File: src/rtl/universal_shift_register.sv
// rtl/universal_shift_register.sv - mode-selected shift register with handshaked full-duplex frame serdes
module universal_shift_register #(
  parameter int                 WIDTH     = 8,
  parameter logic [WIDTH-1:0]   RESET_VAL = '0
) (
  input  logic             clk,
  input  logic             rst_n,
  input  logic             en,
  input  logic [2:0]       mode,
  input  logic [WIDTH-1:0] pdata,
  input  logic             si,
  input  logic             start,
  input  logic             msb_first,
  output logic [WIDTH-1:0] q,
  output logic             so,
  output logic             so_valid,
  output logic             busy,
  output logic             done
);

  localparam int CW = $clog2(WIDTH + 1);

  typedef enum logic {
    IDLE  = 1'b0,
    SHIFT = 1'b1
  } state_t;

  localparam logic [2:0] MODE_HOLD = 3'b000;
  localparam logic [2:0] MODE_SHR  = 3'b001;
  localparam logic [2:0] MODE_SHL  = 3'b010;
  localparam logic [2:0] MODE_ROR  = 3'b011;
  localparam logic [2:0] MODE_ROL  = 3'b100;
  localparam logic [2:0] MODE_LOAD = 3'b101;
  localparam logic [2:0] MODE_ASR  = 3'b110;

  localparam logic [CW-1:0] LAST_BIT = CW'(WIDTH - 1);

  state_t           state_q, state_d;
  logic [CW-1:0]    cnt_q, cnt_d;
  logic             dir_q, dir_d;
  logic [WIDTH-1:0] q_d;
  logic             so_d, so_valid_d, busy_d, done_d;

  // State register: every output is a flop, so there is no input-to-output path
  always_ff @(posedge clk or negedge rst_n) begin
    if (!rst_n) begin
      state_q  <= IDLE;
      cnt_q    <= '0;
      dir_q    <= 1'b1;
      q        <= RESET_VAL;
      so       <= 1'b0;
      so_valid <= 1'b0;
      busy     <= 1'b0;
      done     <= 1'b0;
    end else begin
      state_q  <= state_d;
      cnt_q    <= cnt_d;
      dir_q    <= dir_d;
      q        <= q_d;
      so       <= so_d;
      so_valid <= so_valid_d;
      busy     <= busy_d;
      done     <= done_d;
    end
  end

  // Next state: start beats mode in IDLE; a frame ignores mode/start and runs WIDTH shifts
  always_comb begin
    state_d    = state_q;
    cnt_d      = cnt_q;
    dir_d      = dir_q;
    q_d        = q;
    so_d       = so;
    so_valid_d = 1'b0;
    busy_d     = busy;
    done_d     = 1'b0;
    if (en) begin
      unique case (state_q)
        IDLE: begin
          if (start) begin
            q_d     = pdata;
            cnt_d   = '0;
            dir_d   = msb_first;
            busy_d  = 1'b1;
            state_d = SHIFT;
          end else begin
            case (mode)
              MODE_SHR: begin
                q_d  = {si, q[WIDTH-1:1]};
                so_d = q[0];
              end
              MODE_SHL: begin
                q_d  = {q[WIDTH-2:0], si};
                so_d = q[WIDTH-1];
              end
              MODE_ROR: begin
                q_d  = {q[0], q[WIDTH-1:1]};
                so_d = q[0];
              end
              MODE_ROL: begin
                q_d  = {q[WIDTH-2:0], q[WIDTH-1]};
                so_d = q[WIDTH-1];
              end
              MODE_LOAD: q_d = pdata;
              MODE_ASR: begin
                q_d  = {q[WIDTH-1], q[WIDTH-1:1]};
                so_d = q[0];
              end
              MODE_HOLD: q_d = q;
              default:   q_d = q;
            endcase
          end
        end
        SHIFT: begin
          if (dir_q) begin
            so_d = q[WIDTH-1];
            q_d  = {q[WIDTH-2:0], si};
          end else begin
            so_d = q[0];
            q_d  = {si, q[WIDTH-1:1]};
          end
          so_valid_d = 1'b1;
          if (cnt_q == LAST_BIT) begin
            done_d  = 1'b1;
            busy_d  = 1'b0;
            cnt_d   = '0;
            state_d = IDLE;
          end else begin
            cnt_d = cnt_q + CW'(1);
          end
        end
        default: state_d = IDLE;
      endcase
    end
  end

endmodule

File: config.mk
export PLATFORM = sky130hd
export DESIGN_NAME = universal_shift_register
export DESIGN_NICKNAME = d
export VERILOG_FILES = /design/src/rtl/universal_shift_register.sv
export SDC_FILE = /design/constraint.sdc
export NUM_CORES = 1
export LEC_CHECK = 0
export ABC_AREA = 1
export CAP_MARGIN = 30
export CORE_ASPECT_RATIO = 2
export CORE_MARGIN = 3
export CORE_UTILIZATION = 40
export CTS_CLUSTER_DIAMETER = 150
export DETAILED_ROUTE_END_ITERATION = 8
export PLACE_DENSITY = 0.66
export SYNTH_ARGS = -nofsm -noshare
export SYNTH_HDL_FRONTEND = slang
export SYNTH_SLANG_ARGS = --single-unit
File: constraint.sdc
create_clock -name clk -period 2.2 [get_ports clk]
set_clock_uncertainty 0.1 [all_clocks]
set_input_delay 0.44 -clock clk [delete_from_list [all_inputs] [get_ports clk]]
set_output_delay 0.44 -clock clk [all_outputs]
set_load 0.05 [all_outputs]
==> results of run 1 <==
[layout by cell type (no fill, tap or decap)]
| cell | Yosys | layout |
|---|---|---|
| nand2_4 | 1 | 1 |
| buf_4 | 0 | 10 |
| and3_1 | 1 | 1 |
| nand4_1 | 1 | 1 |
| dfstp_2 | 1 | 1 |
| clkinv_1 | 1 | 1 |
| nand2_2 | 3 | 3 |
| dlymetal6s2s_1 | 0 | 1 |
| a21oi_1 | 12 | 12 |
| nor2_1 | 32 | 32 |
| dfrtp_1 | 17 | 17 |
| a22oi_1 | 1 | 1 |
| ha_1 | 1 | 1 |
| nor2_4 | 1 | 1 |
| inv_2 | 4 | 4 |
| inv_1 | 20 | 20 |
| o22ai_1 | 1 | 1 |
| nand2_1 | 68 | 68 |
| clkbuf_8 | 0 | 4 |
| nor2_2 | 2 | 2 |
| nand3_2 | 1 | 1 |
| o21ai_0 | 24 | 24 |
| nand3_1 | 15 | 15 |
| nor3_1 | 6 | 6 |
| clkdlybuf4s50_1 | 0 | 26 |
[stage by stage]
stage,power [mW],setup WS (ns)
2_1_floorplan,1.02,0.839
4_1_cts,1.60,0.0714
3_3_place_gp,1.32,0.0351
6_report,1.59,0.101
5_1_grt,1.71,0.0603
3_5_place_dp,1.32,0.0266
[worst register-to-register path: stages, from the launching register on]
cell and delay (ns):
dfrtp_1 0.37, buf_4 0.18, nor2_1 0.16, nand2_1 0.11
nor2_4 0.14, nand2_2 0.07, nand2_4 0.10, inv_2 0.08
nor2_1 0.11, a21oi_1 0.05
[flip-flops by register name, indices dropped and copies added, names as in the netlist]
name / flops
q: 8
cnt_q: 4
busy: 1
dir_q: 1
done: 1
so: 1
so_valid: 1
state_q: 1
[report_power, final]
part | internal [mW] | total [mW] | switching, mW
Clock | 0.159 | 0.270 | 0.111
Sequential | 0.424 | 0.523 | 0.0996
Combinational | 0.279 | 0.792 | 0.513
[area by class of cell]
class                      count  share of cell area, %
inverter                      25                   5.36
timing repair buffer          37                   19.9
sequential                    18                   25.8
multi-input combinational    170                   43.6
tap                           30                   2.15
clock buffer                   4                   3.15
[cells by family after synthesis]
kind of cell / Yosys count / synth area share, %
fa+ha+maj: 1 / 0.947
flops: 18 / 34.2
compound gates: 38 / 14.7
simple gates: 131 / 42.1
buf+inv: 28 / 8.05
[per-layer routing]
layer,vias to the layer above,GRT usage (%),share of wire [%],wire (µm)
met5,-,0,0,0
met4,0,11.8,1.3,53
met3,8,3.52,5.1,205
met2,57,38.1,54,2150
met1,702,26.9,40,1600
li1,766,-,-,-
[how the worst max path moves through the flow]
| stage | start | to | slack (ns) |
|---|---|---|---|
| 6_report | q[3] | q[3] | 0.10 |
| 5_1_grt | q[4] | q[4] | 0.06 |
| 4_1_cts | q[6] | q[6] | 0.07 |
| 3_5_place_dp | mode[2] | q[5] | 0.03 |
| 3_3_place_gp | mode[2] | q[6] | 0.04 |
| 2_1_floorplan | q[0] | q[7] | 0.84 |
==> impl_results.md, run 1 <==
* DR vias at 1533
* Layout cell share with drive strength beyond 1 at 10.6%
* Htree depth at 1
* Flop and latch count out of synthesis at 18
* Crit end category: output port
* R2R Setup Slk at 0.61 ns
* CTS resizes at 0
* Rel. slew slack at 66.5%
* Placed Cells incl. Taps at 280
* Hold Path End: so
* Worst-path clk slew at 0.07 ns
* Post-CTS Hold Fix Bufs at 0
* Crit-path max FO at 6
* Slowest CP cell: clkdlybuf4s50_1
* Total core area at 3050 µm²
* Drt initial violations at 48
* Fin. max-slew vios at 0
* Leading area contributor after synthesis: dfrtp_1
* Initial Util at 43.3%
* Wire per inst at 14.1 µm
* Worst vdd ir at 0.000519 V
* RSZ-0062 raised after global routing: no
* Worst slew pin tran at 0.502 ns
* Die Width at 46.6 µm
* Critical Path AT at 1.56 ns
* Post-synth EDFFs at 0
* Postcts setup bufs at 0
* Root Driver: clkbuf_8
* Total iterations of the first detailed-routing run at 4
* Multi-input gate area at 763 µm²
* Hold Path Class: register to register
* Via-to-Cell Ratio at 5.40
* Area added between synthesis and finish at 32.4%
* Startpoint type of the worst setup path: register
* Final Instance Count excl. Fillers at 284
* Routed Antenna Nets at 0
* Number of remaining DRC errors at 0
* Dominant cells by area after synthesis: dfrtp_1 32%, nand2_1 19%, o21ai_0 9.1%
* Async S/R FF share, synth at 100%
* Synth cell count leaders: 68 x nand2_1, 32 x nor2_1, 24 x o21ai_0
* Crit path depth at 1
* Num rows at 28
* Placed Area at 1690 µm²
* Initial antenna violation count at 0
* Die height at 87.3 µm
* Fmax achieved at 476 MHz
* Final Cycle Share at 95.4%
* Sinks on Clock Net at 18
* Gpl congestion at 0.849
* Final hold violation count at 0
* Storage cell area at 452 µm²
* Number of I/O port buffers at 28
* Capture point of the worst reg-to-reg path: q[4]
* Final setup viols at 0
* CTS tree: built
* Yosys top cell area share at 32.2%
* PD cells at 906 nW/µm²
* Main synth FF type: dfrtp_1
* Worst reg2reg startpoint: state_q
* Mapped Area at 1320 µm²
* LEAKAGE at 0.880 nW
* Tot GR Track Use at 22.9%
* Worst endpoint required time at 1.66 ns
* Outcome: complete, no violations
* Synth Area per Inst at 6.12 µm²
* Total wire length at 4.01 mm
* Total gr overflow at 0
* Period minus WS final at 2.10 ns
* First-pass GRT wire length at 6.79 mm
* Final Util at 57.4%
* Top Family by Delay on Critical Path: buffers and inverters
* Synth Warn # at 0
* Worst-skew pair later-pin latency at 0.26 ns
* Synth cell types at 23
* Syn nets at 234
* Worst path bufs/invs at 1
* Final HPWL DP at 3.02 mm
* Total of max-cap violations at 0
* Crit-path cells: clkdlybuf4s50_1
* Design area at 1750 µm²
* Nets at 273
* Number of global-route vias before repair at 1510
* Num CTS Buffers at 3
* Reg2reg path depth at 9
* Fill count at 308
* Worst Min Path Start: so
* CTS max path bufs at 2
* Largest net degree at the start of global routing at 19
* Hold_ws at 0.379 ns
* Hold Crit Depth at 2
* Syn Inst Count at 216
* Most frequent cell after synthesis: nand2_1
* IO Pins at 29
* Die area at 4070 µm²
* CP Class: register to output port
* Antenna diodes at 0
* Total negative slack at 0 ns
* Post-synthesis sequential area ratio at 34.2%
* Slowest stage delay, CP at 0.85 ns
Power figures use the tool's default switching activity.
==> run 2, diff against run 1 <==
--- a/config.mk
+++ b/config.mk
@@ -13,6 +13,7 @@
 export CTS_CLUSTER_DIAMETER = 150
 export DETAILED_ROUTE_END_ITERATION = 8
 export PLACE_DENSITY = 0.66
+export SLEW_MARGIN = 20
 export SYNTH_ARGS = -nofsm -noshare
 export SYNTH_HDL_FRONTEND = slang
 export SYNTH_SLANG_ARGS = --single-unit
==> results of run 2 <==
No change in the layout: final DEF, timing and power equal those of run 1.
==> run 3, diff against run 2 <==
--- a/config.mk
+++ b/config.mk
@@ -12,7 +12,7 @@
 export CORE_UTILIZATION = 40
 export CTS_CLUSTER_DIAMETER = 150
 export DETAILED_ROUTE_END_ITERATION = 8
-export PLACE_DENSITY = 0.66
+export DONT_BUFFER_PORTS = 1
 export SLEW_MARGIN = 20
 export SYNTH_ARGS = -nofsm -noshare
 export SYNTH_HDL_FRONTEND = slang
==> run 3 against run 2 <==
  * Global-route usage is 1.9 points lower
  * Cell count is 10% lower
  * Via count is 7.0% lower
  * Setup slack gained 0.31 ns
  * Fmax increased by 17%
  * Die area is the same
  * Sequential share of layout area up 5.0 points
  * Count of clock-buffer cells in the layout stayed put
  * Wire length fell by 3.7%
  * Register-to-register slack got worse by 0.20 ns
  * Total power decreased by 7.5%
  * Critical path depth grew 6
==> impl_results.md, run 3 (same netlist as run 1, synthesis figures left out) <==
* Outcome: complete, no violations
* Fin. max-slew vios at 0 (unchanged)
* Num CTS Buffers at 3 (unchanged)
* Number of I/O port buffers at 0 (-100%)
* Gpl congestion at 0.827 (-2.5%)
* Biggest regs: q: 8 flops, cnt_q: 4 flops
* Design area at 1460 µm² (-16%)
* Area added between synthesis and finish at 10.8%
* Startpoint type of the worst setup path: register
* IO Pins at 29 (unchanged)
* Antenna diodes at 0 (unchanged)
* Layout cell share with drive strength beyond 1 at 10.7% (+0.037 points)
* CTS max path bufs at 2 (unchanged)
* Final HPWL DP at 2.94 mm (-2.8%)
* Total iterations of the first detailed-routing run at 4 (unchanged)
* Initial Util at 43.3% (unchanged)
* Largest net degree at the start of global routing at 19 (unchanged)
* CTS tree: built
* Fmax achieved at 558 MHz (+17%)
* Period minus WS final at 1.79 ns (-0.306 ns)
* Wire per inst at 15.1 µm (+7.2%)
* Total wire length at 3.86 mm (-3.7%)
* Placed Area at 1400 µm² (-17%)
* First-pass GRT wire length at 6.27 mm (-7.7%)
* Commonest non-fill, non-tap cell in the layout: nand2_1
* Worst endpoint required time at 2.25 ns (+0.59 ns)
* Final Cycle Share at 81.5% (-14 points)
* Root Driver: clkbuf_8
* Max FFs per register at 8 (unchanged)
* Total gr overflow at 0 (unchanged)
* Die height at 87.3 µm (unchanged)
* LEAKAGE at 0.756 nW (-14%)
* PD cells at 1000 nW/µm² (+10%)
* Die Width at 46.6 µm (unchanged)
* Total core area at 3050 µm² (unchanged)
* Total negative slack at 0 ns (unchanged)
* Nets at 244 (-11%)
* Num rows at 28 (unchanged)
* Most flops, register: q
* Total of max-cap violations at 0 (unchanged)
* Postcts setup bufs at 0 (unchanged)
* Drt initial violations at 55 (+15%)
* Via-to-Cell Ratio at 5.59 (+3.5%)
* DRT met1 WL at 1.49 mm (-7.0%)
* Sinks on Clock Net at 18 (unchanged)
* Met2 wire length at 2.04 mm (-5.1%)
* Htree depth at 1 (unchanged)
* Final hold violation count at 0 (unchanged)
* Routed Antenna Nets at 0 (unchanged)
* Die area at 4070 µm² (unchanged)
* Crit-path max FO at 13 (+7)
* CP Class: register to register
* Initial antenna violation count at 0 (unchanged)
* Number of global-route vias before repair at 1396 (-7.5%)
* Top Layer Used: met4
* Worst vdd ir at 0.000494 V (-4.7%)
* Worst slew pin tran at 0.835 ns (+0.333 ns)
* Critical Path AT at 1.84 ns (+0.28 ns)
* Rel. slew slack at 44.1% (-22 points)
* Hold Path Class: input port to register
* RSZ-0062 raised after global routing: no
* Met3 WL at 213 µm (+3.9%)
* Number of remaining DRC errors at 0 (unchanged)
* Worst-skew pair later-pin latency at 0.26 ns (about the same)
* DR vias at 1425 (-7.0%)
* Most frequent cells in the layout: 68 x nand2_1, 32 x nor2_1, 24 x o21ai_0, 20 x inv_1, 17 x dfrtp_1
* Worst-path clk slew at 0.07 ns (about the same)
* CTS resizes at 0 (unchanged)
* Tot GR Track Use at 20.9% (-1.9 points)
* Crit end category: register
* Final setup viols at 0 (unchanged)
==> run 3: worst paths after layout <==
check,start,end,slack [ns],cells past startpoint
max,state_q,q[7],0.41,7
min,en,state_q,0.17,1
max reg2reg,state_q,q[7],0.41,7
min reg2reg,cnt_q[3],done,0.40,1
max in group asynchronous,rst_n,q[0],0.86,1
min in group asynchronous,rst_n,busy,0.62,1
==> run 3: critical path: stages (launching register included) <==
cell and delay [ns]:
dfrtp_1 0.55, inv_1 0.16, nand2_1 0.16, clkinv_1 0.27
nand2_1 0.12, o21ai_0 0.08, nor3_1 0.14, a21oi_1 0.09
==> run 3: layout make-up <==
cell class,instances,area (µm²)
Fill cell,316,1580
Timing Repair Buffer,8,62.6
Inverter,25,93.8
Tap cell,30,37.5
Sequential cell,18,452
Clock buffer,4,55.1
Multi-Input combinational cell,170,763
==> run 3: power breakdown <==
part	internal, mW	switching [mW]
Combinational	0.182	0.394
Sequential	0.421	0.188
Clock	0.159	0.121
Total	0.763	0.703
==> run 3: what timing repair did <==
action	4_1_cts	5_1_grt
endpoints found under the hold margin	18	0
setup endpoints to repair	0	0
hold buffers	1	0
==> run 3: metal layers <==
layer / GRT usage (%) / vias to the layer above
li1: - / 707
met1: 22.4 / 667
met2: 37.4 / 39
met3: 4.14 / 12
met4: 8.82 / 0
met5: 0 / -
==> run 3: stage by stage <==
step / worst slack, ns / hold WS, ns / power, mW / cells / utilization, %
after CTS: 0.431 / 0.172 / 1.48 / 255 / 48.0
after global routing: 0.220 / 0.206 / 1.57 / 255 / 48.0
final: 0.407 / 0.173 / 1.47 / 255 / 48.0
after floorplan: 0.839 / 0.0444 / 1.02 / 216 / -
after detailed placement: 0.441 / 0.0449 / 1.19 / 250 / 45.9
after global placement: 0.562 / 0.0450 / 1.17 / 250 / 45.9
